===== config.mk =====
export PLATFORM = sky130hd
export DESIGN_NAME = jtag_bus_bridge
export DESIGN_NICKNAME = d
export VERILOG_FILES = /design/src/rtl/jtag_bus_bridge.sv
export SDC_FILE = /design/constraint.sdc
export NUM_CORES = 1
export LEC_CHECK = 0
export ABC_CLOCK_PERIOD_IN_PS = 4640
export BUFFER_PORTS_ARGS = -buffer_cell sky130_fd_sc_hd__buf_2
export CORE_UTILIZATION = 40
export CTS_CLUSTER_SIZE = 8
export DETAILED_ROUTE_END_ITERATION = 10
export PLACE_DENSITY = 0.66
export SYNTH_ARGS = -nofsm -noshare
export SYNTH_HDL_FRONTEND = slang
export SYNTH_SLANG_ARGS = --single-unit

===== constraint.sdc =====
create_clock -name clk -period 4.64 [get_ports clk]
set_clock_uncertainty 0.1 [all_clocks]
set_input_delay 0 -clock clk [delete_from_list [all_inputs] [get_ports clk]]
set_output_delay 0 -clock clk [all_outputs]
set_load 0.02 [all_outputs]

===== src/rtl/jtag_bus_bridge.sv =====
// Purpose: bridges TAP Update-DR commands (addr / write / read / status) onto a simple req/ack bus.
// Latency: SYNC_STAGES clk from update_dr rise to command; bus_req registered, drops the cycle after bus_ack.
// Backpressure: one transaction in flight; commands arriving while busy are dropped and flagged as overrun.
module jtag_bus_bridge #(
  parameter int IR_WIDTH    = 5,
  parameter int DR_WIDTH    = 32,
  parameter int ADDR_WIDTH  = 16,
  parameter int SYNC_STAGES = 2,
  parameter int TIMEOUT     = 255,
  parameter logic [IR_WIDTH-1:0] IR_ADDR   = 5'h08,
  parameter logic [IR_WIDTH-1:0] IR_WRITE  = 5'h09,
  parameter logic [IR_WIDTH-1:0] IR_READ   = 5'h0A,
  parameter logic [IR_WIDTH-1:0] IR_STATUS = 5'h0B
) (
  input  logic                  clk,
  input  logic                  rst_n,
  input  logic [IR_WIDTH-1:0]   instruction,
  input  logic [DR_WIDTH-1:0]   dr_out,
  input  logic                  update_dr,
  output logic [DR_WIDTH-1:0]   dr_in,
  output logic                  bus_req,
  output logic                  bus_we,
  output logic [ADDR_WIDTH-1:0] bus_addr,
  output logic [DR_WIDTH-1:0]   bus_wdata,
  input  logic                  bus_ack,
  input  logic [DR_WIDTH-1:0]   bus_rdata,
  output logic                  busy
);

  localparam int CNT_W = (TIMEOUT < 2) ? 1 : $clog2(TIMEOUT + 1);
  localparam logic [CNT_W-1:0]      CNT_LAST  = CNT_W'(TIMEOUT - 1);
  localparam logic [ADDR_WIDTH-1:0] ADDR_STEP = ADDR_WIDTH'(DR_WIDTH / 8);

  typedef enum logic [1:0] {IDLE, WR, RD} state_t;

  state_t state_q, state_d;

  logic [SYNC_STAGES-1:0] sync_q;
  logic [SYNC_STAGES-1:0] sample_vld_q;
  logic                   evt_prev_q;
  logic                   evt_armed_q;
  logic                   upd_evt;

  logic [ADDR_WIDTH-1:0] addr_q, addr_d;
  logic [DR_WIDTH-1:0]   wdata_q, wdata_d;
  logic [DR_WIDTH-1:0]   rdata_q, rdata_d;
  logic                  ovr_q, ovr_d;
  logic                  tmo_q, tmo_d;
  logic [CNT_W-1:0]      cnt_q, cnt_d;

  // Synchronise update_dr and track whether each stage holds a real sample since reset.
  // The detector only arms once a genuine low level has reached the last stage, so a
  // strobe already high across reset release cannot masquerade as a rising edge.
  always_ff @(posedge clk or negedge rst_n) begin
    if (!rst_n) begin
      sync_q       <= '0;
      sample_vld_q <= '0;
      evt_prev_q   <= 1'b0;
      evt_armed_q  <= 1'b0;
    end else begin
      sync_q       <= {sync_q[SYNC_STAGES-2:0], update_dr};
      sample_vld_q <= {sample_vld_q[SYNC_STAGES-2:0], 1'b1};
      evt_prev_q   <= sync_q[SYNC_STAGES-1];
      if (sample_vld_q[SYNC_STAGES-1] && !sync_q[SYNC_STAGES-1]) begin
        evt_armed_q <= 1'b1;
      end
    end
  end

  assign upd_evt = sync_q[SYNC_STAGES-1] & ~evt_prev_q & evt_armed_q;

  // FSM state register.
  always_ff @(posedge clk or negedge rst_n) begin
    if (!rst_n) begin
      state_q <= IDLE;
    end else begin
      state_q <= state_d;
    end
  end

  // Next-state and register-update decode: commands in IDLE, ack/timeout/overrun while busy.
  always_comb begin
    state_d = state_q;
    addr_d  = addr_q;
    wdata_d = wdata_q;
    rdata_d = rdata_q;
    ovr_d   = ovr_q;
    tmo_d   = tmo_q;
    cnt_d   = '0;
    case (state_q)
      IDLE: begin
        if (upd_evt) begin
          if (instruction == IR_ADDR) begin
            addr_d = dr_out[ADDR_WIDTH-1:0];
          end else if (instruction == IR_WRITE) begin
            wdata_d = dr_out;
            state_d = WR;
          end else if (instruction == IR_READ) begin
            state_d = RD;
          end else if (instruction == IR_STATUS && dr_out[0]) begin
            ovr_d = 1'b0;
            tmo_d = 1'b0;
          end
        end
      end
      WR, RD: begin
        cnt_d = cnt_q + CNT_W'(1);
        if (upd_evt) begin
          ovr_d = 1'b1;
        end
        // Ack wins over a timeout expiring in the same cycle.
        if (bus_ack) begin
          if (state_q == RD) begin
            rdata_d = bus_rdata;
          end
          addr_d  = addr_q + ADDR_STEP;
          state_d = IDLE;
          cnt_d   = '0;
        end else if (cnt_q == CNT_LAST) begin
          tmo_d   = 1'b1;
          state_d = IDLE;
          cnt_d   = '0;
        end
      end
      default: begin
        state_d = IDLE;
      end
    endcase
  end

  // Datapath registers; bus outputs are registered from the next-state values so they
  // assert on state entry and stay stable for the whole transaction.
  always_ff @(posedge clk or negedge rst_n) begin
    if (!rst_n) begin
      addr_q    <= '0;
      wdata_q   <= '0;
      rdata_q   <= '0;
      ovr_q     <= 1'b0;
      tmo_q     <= 1'b0;
      cnt_q     <= '0;
      bus_req   <= 1'b0;
      bus_we    <= 1'b0;
      bus_addr  <= '0;
      bus_wdata <= '0;
    end else begin
      addr_q    <= addr_d;
      wdata_q   <= wdata_d;
      rdata_q   <= rdata_d;
      ovr_q     <= ovr_d;
      tmo_q     <= tmo_d;
      cnt_q     <= cnt_d;
      bus_req   <= (state_d != IDLE);
      bus_we    <= (state_d == WR);
      bus_addr  <= addr_d;
      bus_wdata <= wdata_d;
    end
  end

  assign busy = (state_q != IDLE);

  // Capture data for the TAP, selected by the current instruction.
  always_comb begin
    dr_in = '0;
    if (instruction == IR_STATUS) begin
      dr_in[2:0] = {ovr_q, tmo_q, busy};
    end else if (instruction == IR_ADDR) begin
      dr_in[ADDR_WIDTH-1:0] = addr_q;
    end else begin
      dr_in = rdata_q;
    end
  end

endmodule


; After elaboration in Yosys (flattened, before gate mapping)
; Index checks and enable logic that the tools add are counted.
[classes]
bitwise_logic = 4
addsub = 2
mux = 28
eq_ne = 18
reduce_logical = 13
[op_table]
columns = op, n
row1 = 16-bit two-way mux, 5
row2 = 16-bit one-hot mux with 2 select lines, 1
row3 = 29-bit two-way mux, 1
row4 = 8-bit two-way mux, 3
row5 = 5-bit by 4-bit == test with 1-bit output (second input constant), 4
row6 = 2-bit inequality test (second input constant), 10
row7 = 16-bit by 3-bit adder with 16-bit output (second input constant), 1
row8 = 2-bit two-way mux, 6
row9 = 8-bit by 1-bit adder with 8-bit output (second input constant), 1
row10 = 8-bit == test (second input constant), 1
row11 = 1-bit two-way mux, 8
row12 = 4-bit AND reduction, 2
row13 = 8-bit AND reduction, 1
row14 = 7-bit AND reduction, 1
row15 = 2-bit nonzero test, 3
row16 = 2-bit by 1-bit == test with 1-bit output (second input constant), 2
row17 = 1-bit one-hot mux with 2 select lines, 2
row18 = 2-bit one-hot mux with 2 select lines, 1
row19 = 3-bit two-way mux, 1
row20 = 3-bit AND reduction, 1
row21 = 1-bit AND, 2
row22 = 2-bit == test (second input constant), 1
row23 = 1-bit logical AND, 2
row24 = 2-bit logical NOT, 1
row25 = 3 further kinds, 4
[word_totals]
reg_bits = 100
output_inout_bits = 83

; Logic depth before layout (Yosys ltp)
[depth]
ltp_word = 8
ltp_mapped = 9
depth_no_buf = 6

; Worst setup path before layout
; Ideal clock, no wire load.
[synth_path]
path_kind = register to register
startpoint = register state_q[1]
endpoint = register bus_we
path_slack_ps = 2526
path_stages_with_launch = 9
setup_ps = 111
arrival_ps = 1903
path_buffers = 2
required_ps = 4429
path_cell_list = dfrtp_1 inv_1 ha_1 buf_2 nor2b_1 clkbuf_2 a21boi_0 a21boi_0 a2111oi_2
[synth_between]
elab_chain_len = 6
elab_cells_between_ends = 12
classes_between = eq/ne: 3 / mux: 7 / reduce/logical: 2
[synth_lines]
columns = element, line_no
row1 = start: declaration, 36  ; state_t state_q, state_d;
row2 = start signal: assignment, 77  ; state_q <= state_d;
row3 = 2-bit two-way mux, 98  ; end else if (instruction == IR_READ) begin
row4 = 2-bit two-way mux, 95  ; end else if (instruction == IR_WRITE) begin
row5 = 2-bit two-way mux, 93  ; if (instruction == IR_ADDR) begin
row6 = 2-bit two-way mux, 92  ; if (upd_evt) begin
row7 = 2-bit one-hot mux with 2 select lines *, 90  ; case (state_q)
row8 = 2-bit by 1-bit == test with 1-bit output *, 153  ; bus_we <= (state_d == WR);
row9 = end signal: assignment, 153
row10 = end: declaration, 22  ; output logic bus_we,
; Every way passes the cells marked *; elsewhere a longest branch is shown, timed or not.
; A chain may end at the register's enable or synchronous reset.

; Worst setup path in the final report
[layout_path]
startpoint = register state_q[1]
endpoint = register addr_q[2]
[layout_between]
elab_chain_len = 4
elab_cells_between_ends = 10
classes_between = eq/ne: 5 / mux: 1 / reduce/logical: 4
[layout_lines]
columns = element, line_no
row1 = 2-bit == test or 2-bit by 1-bit == test with 1-bit output (tied branches), 90
row2 = 2-bit OR reduction, 90
row3 = 2-bit inequality test (no source line) or 2-bit nonzero test (tied branches), n/a
row4 = 4-bit AND reduction (no source line), n/a
row5 = end signal: assignment, 146  ; addr_q <= addr_d;
row6 = end: declaration, 44  ; logic [ADDR_WIDTH-1:0] addr_q, addr_d;
; Several ways; a longest one is shown, not always the timed one.

==> flow_summary.ini <==
[synth]
synth-simple-area-share_pct = 14.1
synth_top_area_share_pct = 53.0
synth_largest_area_cell = dfrtp_1
count_of_yosys_warnings_during_synthesis = 0
synth.top_cells.by_area = dfrtp_1, mux2_2, nand2_1
yosys.area_share.adder_pct = 1.59
post_syn_area_um2 = 4720
largest_family_of_logic_cells_by_synthesized_area = multiplexers
mappedNetlistNets = 494
netlist-cell-type-count = 47
ys_seq_elements = 100
synth-main-ff-cell = dfrtp_1
synth_compound_gate_area_share_pct = 10.5
synth.area.mux_share_pct = 16.2
xor_xnor_cell_area_share_of_the_yosys_netlist_pct = 1.11
post_synth_edffs = 0
sequential_area_share_after_synthesis_pct = 53.0
postSynthAreaPerCell_um2 = 11.4
asyncSetResetFlopFracSynth_pct = 100
synth_cells = 415

[routing]
drt_first_pass_iters = 4
detail_route.vias_per_cell = 5.16
routed-via-count = 3997
wl_final_um = 12800
detailedRoute.firstIterationViolations = 169
drcViolationCount = 0
wl_per_cell_um = 16.5
antenna_violating_nets_post_route = 0

[floorplanning]
die_width_um = 111
site_row_count = 39
ioPinCount = 156
fp.dieH_um = 111
core_um2 = 11500
fp.dieArea_um2 = 12300
floorplan.initialDensity_pct = 41.2

[final_layout]
most-common-layout-cells = buf_2, dfrtp_1, dlygate4sd3_1, mux2_2, nand2_1
nets = 705
antennaDiodeCount = 0
share_of_layout_cells_above_drive_strength_1_pct = 39.5
area_delta_synth_final_pct = 38.8
mostFrequentLayoutCell = buf_2
final_core_util_pct = 57.2

[power_and_ir_drop]
power_density_of_the_placed_cells_nw_per_um2 = 547
power_frac_seq_pct = 37.6
switching_power_mw = 1.42
p_sw_share_pct = 39.5
pwr-share-clk_pct = 20.8
cell_internal_power_dissipation_mw = 2.17
comb_power_share_pct = 41.6
static-leakage-power_nw = 3.22
worst_ir_drop_vdd_v = 0.000337

[critical_path]
crit_chain = inv_1, ha_1, buf_4, nor2b_1, a41oi_1, nor2_1, buf_4, mux2i_1
regToRegEndpoint = addr_q[2]
critical-path-slowest-cell = a41oi_1
crit_required_ns = 4.78
worstReg2RegStart = state_q[1]
crit_top_cell = buf_4
worst-setup-path-type = reg2reg
setup.worst_path.end_class = flip-flop
path_buf_inv = 3
critical_path.top_delay_family = compound AO/OA/AOI/OAI gates
reg2reg_depth = 8
start_kind = flip-flop
critPathMaxFanout = 44
worst-endpoint-arrival_ns = 2.92
setup.reg_to_reg.worst_slack_ns = 1.85
startpoint = state_q[1]
slowest_delay_ns = 0.78

[global_routing]
grt_max_degree = 63
grt_use_met1_pct = 25.3
antenna_found_initial = 0
grt_util_met2_pct = 38.1
first_pass_grt_wire_length_um = 21100
grt_busiest_layer = met2
gr-usage-all-layers_pct = 21.8
grtUsageMet3_pct = 4.65
number_of_global_route_vias_before_repair = 4172
grt-ovfl-total = 0

[cts]
cts.path.max_buffers = 2
tritoncts.num_buffers = 9
clockRootBuffer = clkbuf_16
clock-sinks = 100
cts.reportedPaths.clkPinSlew_ns = 0.07
clock_tree_from_tritoncts = built
cts_post_setup_buffers_inserted = 0
ctsResizeCount = 0
worst_skew_pair.late_latency_ns = 0.36
clock_tree.htree_level_count = 3

[placement]
globalplace.congestion = 0.884
hpwl_um = 8450
io_buffer_count = 155

[timing]
maxSlewHeadroom_pct = 27.1
timing_hold_violations_final = 0
fmaxAchievable_mhz = 359
period_share_pct = 60.0
final-setup-viol-count = 0
period_needed_ns = 2.79
rsz0062_at_grt = false
setup-tns-final_ns = 0
holdWs_ns = 0.0684
finalMaxSlewViolations = 0
worstMarginPinSlew_ns = 1.09

[job]
max-cap-violations = 0

[min_path]
hold_path_class = in2async

[status]
result_of_the_run = completed
==> repair_timing <==
action                                  4_1_cts  5_1_grt
hold endpoints to repair                    121        0
hold buffers                                 67        0
endpoints found under the setup margin        0        0
==> worst register-to-register path, delay by kind of cell, from the launching register on <==
| kind | cells | cell delay (ns) |
|---|---|---|
| compound gates | 1 | 0.78 |
| buf+inv | 3 | 0.60 |
| flops | 1 | 0.45 |
| simple gates | 2 | 0.33 |
| fa+ha+maj | 1 | 0.28 |
| mux | 1 | 0.13 |
==> area by class of cell <==
type / count / area [um2]
repair buffers: 228 / 1490
fillers: 995 / 4910
clock buffers: 11 / 253
inverters: 8 / 30.0
multi-input cells: 279 / 2060
clock inverters: 5 / 42.5
flip-flops and latches: 100 / 2500
well taps: 143 / 179
==> per-stage QoR <==
step	instance area, um2	instances	power [mW]	setup WS [ns]
3_3_place_gp	5590	691	2.77	1.96
5_1_grt	6560	774	3.80	1.61
3_5_place_dp	5590	691	2.80	1.88
2_1_floorplan	4720	415	2.33	2.53
6_report	6560	774	3.59	1.85
4_1_cts	6560	774	3.61	1.85
==> cells in the mapped netlist, types with 2 or more instances <==
master and count:
dfrtp_1 100, mux2_2 65, nand2_1 49, and3_1 20, a21oi_1 17, clkbuf_1 16
nor2_1 14, a2bb2oi_1 12, nand3_1 12, a211oi_1 11, inv_1 8, o22ai_1 8
nand4_1 7, ha_1 6, o21ai_0 6, a31oi_1 5, buf_2 5, nor3_1 5
xor2_1 5, and4_1 4, nor2b_1 4, buf_6 3, a21boi_0 2, a22o_1 2
a41oi_1 2, and2_1 2, buf_1 2, clkbuf_2 2, mux2i_1 2, or3_1 2
==> kinds of logic (layout without fill, tap and decap cells) <==
logic type / Yosys count / after routing
xor+xnor: 6 / 6
buf+inv: 36 / 252
fa+ha+maj: 6 / 6
flops: 100 / 100
other cells: 1 / 1
mux: 68 / 68
simple gates: 127 / 127
compound gates: 71 / 71
==> per-layer routing <==
layer / up-vias / part of all wire (%) / wire length (um)
li1: 1918 / - / -
met1: 1918 / 41 / 5230
met2: 128 / 51 / 6530
met3: 33 / 4.5 / 571
met4: 0 / 3.3 / 418
met5: - / 0 / 0
==> how the worst max path moves through the flow <==
stage / endpoint / slack [ns] / cells past startpoint
after global routing: addr_q[14] / 1.61 / 8
after CTS: addr_q[2] / 1.85 / 8
final: addr_q[2] / 1.85 / 8
after floorplan: bus_we / 2.53 / 8
after detailed placement: addr_q[2] / 1.88 / 8
after global placement: wdata_q[24] / 1.96 / 6
==> flip-flops by register name (all words and copies together), names as in the netlist <==
signal	count
sample_vld_q	2
state_q	2
bus_we	1
addr_q	16
evt_prev_q	1
tmo_q	1
bus_req	1
sync_q	2
ovr_q	1
evt_armed_q	1
rdata_q	32
wdata_q	32
cnt_q	8
==> power groups by stage <==
| stage | Sequential [mW] | Combinational [mW] | Clock (mW) |
|---|---|---|---|
| after global placement | 1.34 | 1.42 | 0 |
| after global routing | 1.39 | 1.61 | 0.801 |
| final | 1.35 | 1.49 | 0.746 |
| after detailed placement | 1.36 | 1.45 | 0 |
| after floorplan | 1.44 | 0.889 | 0 |
| after CTS | 1.34 | 1.49 | 0.767 |
Power figures use the tool's default switching activity.
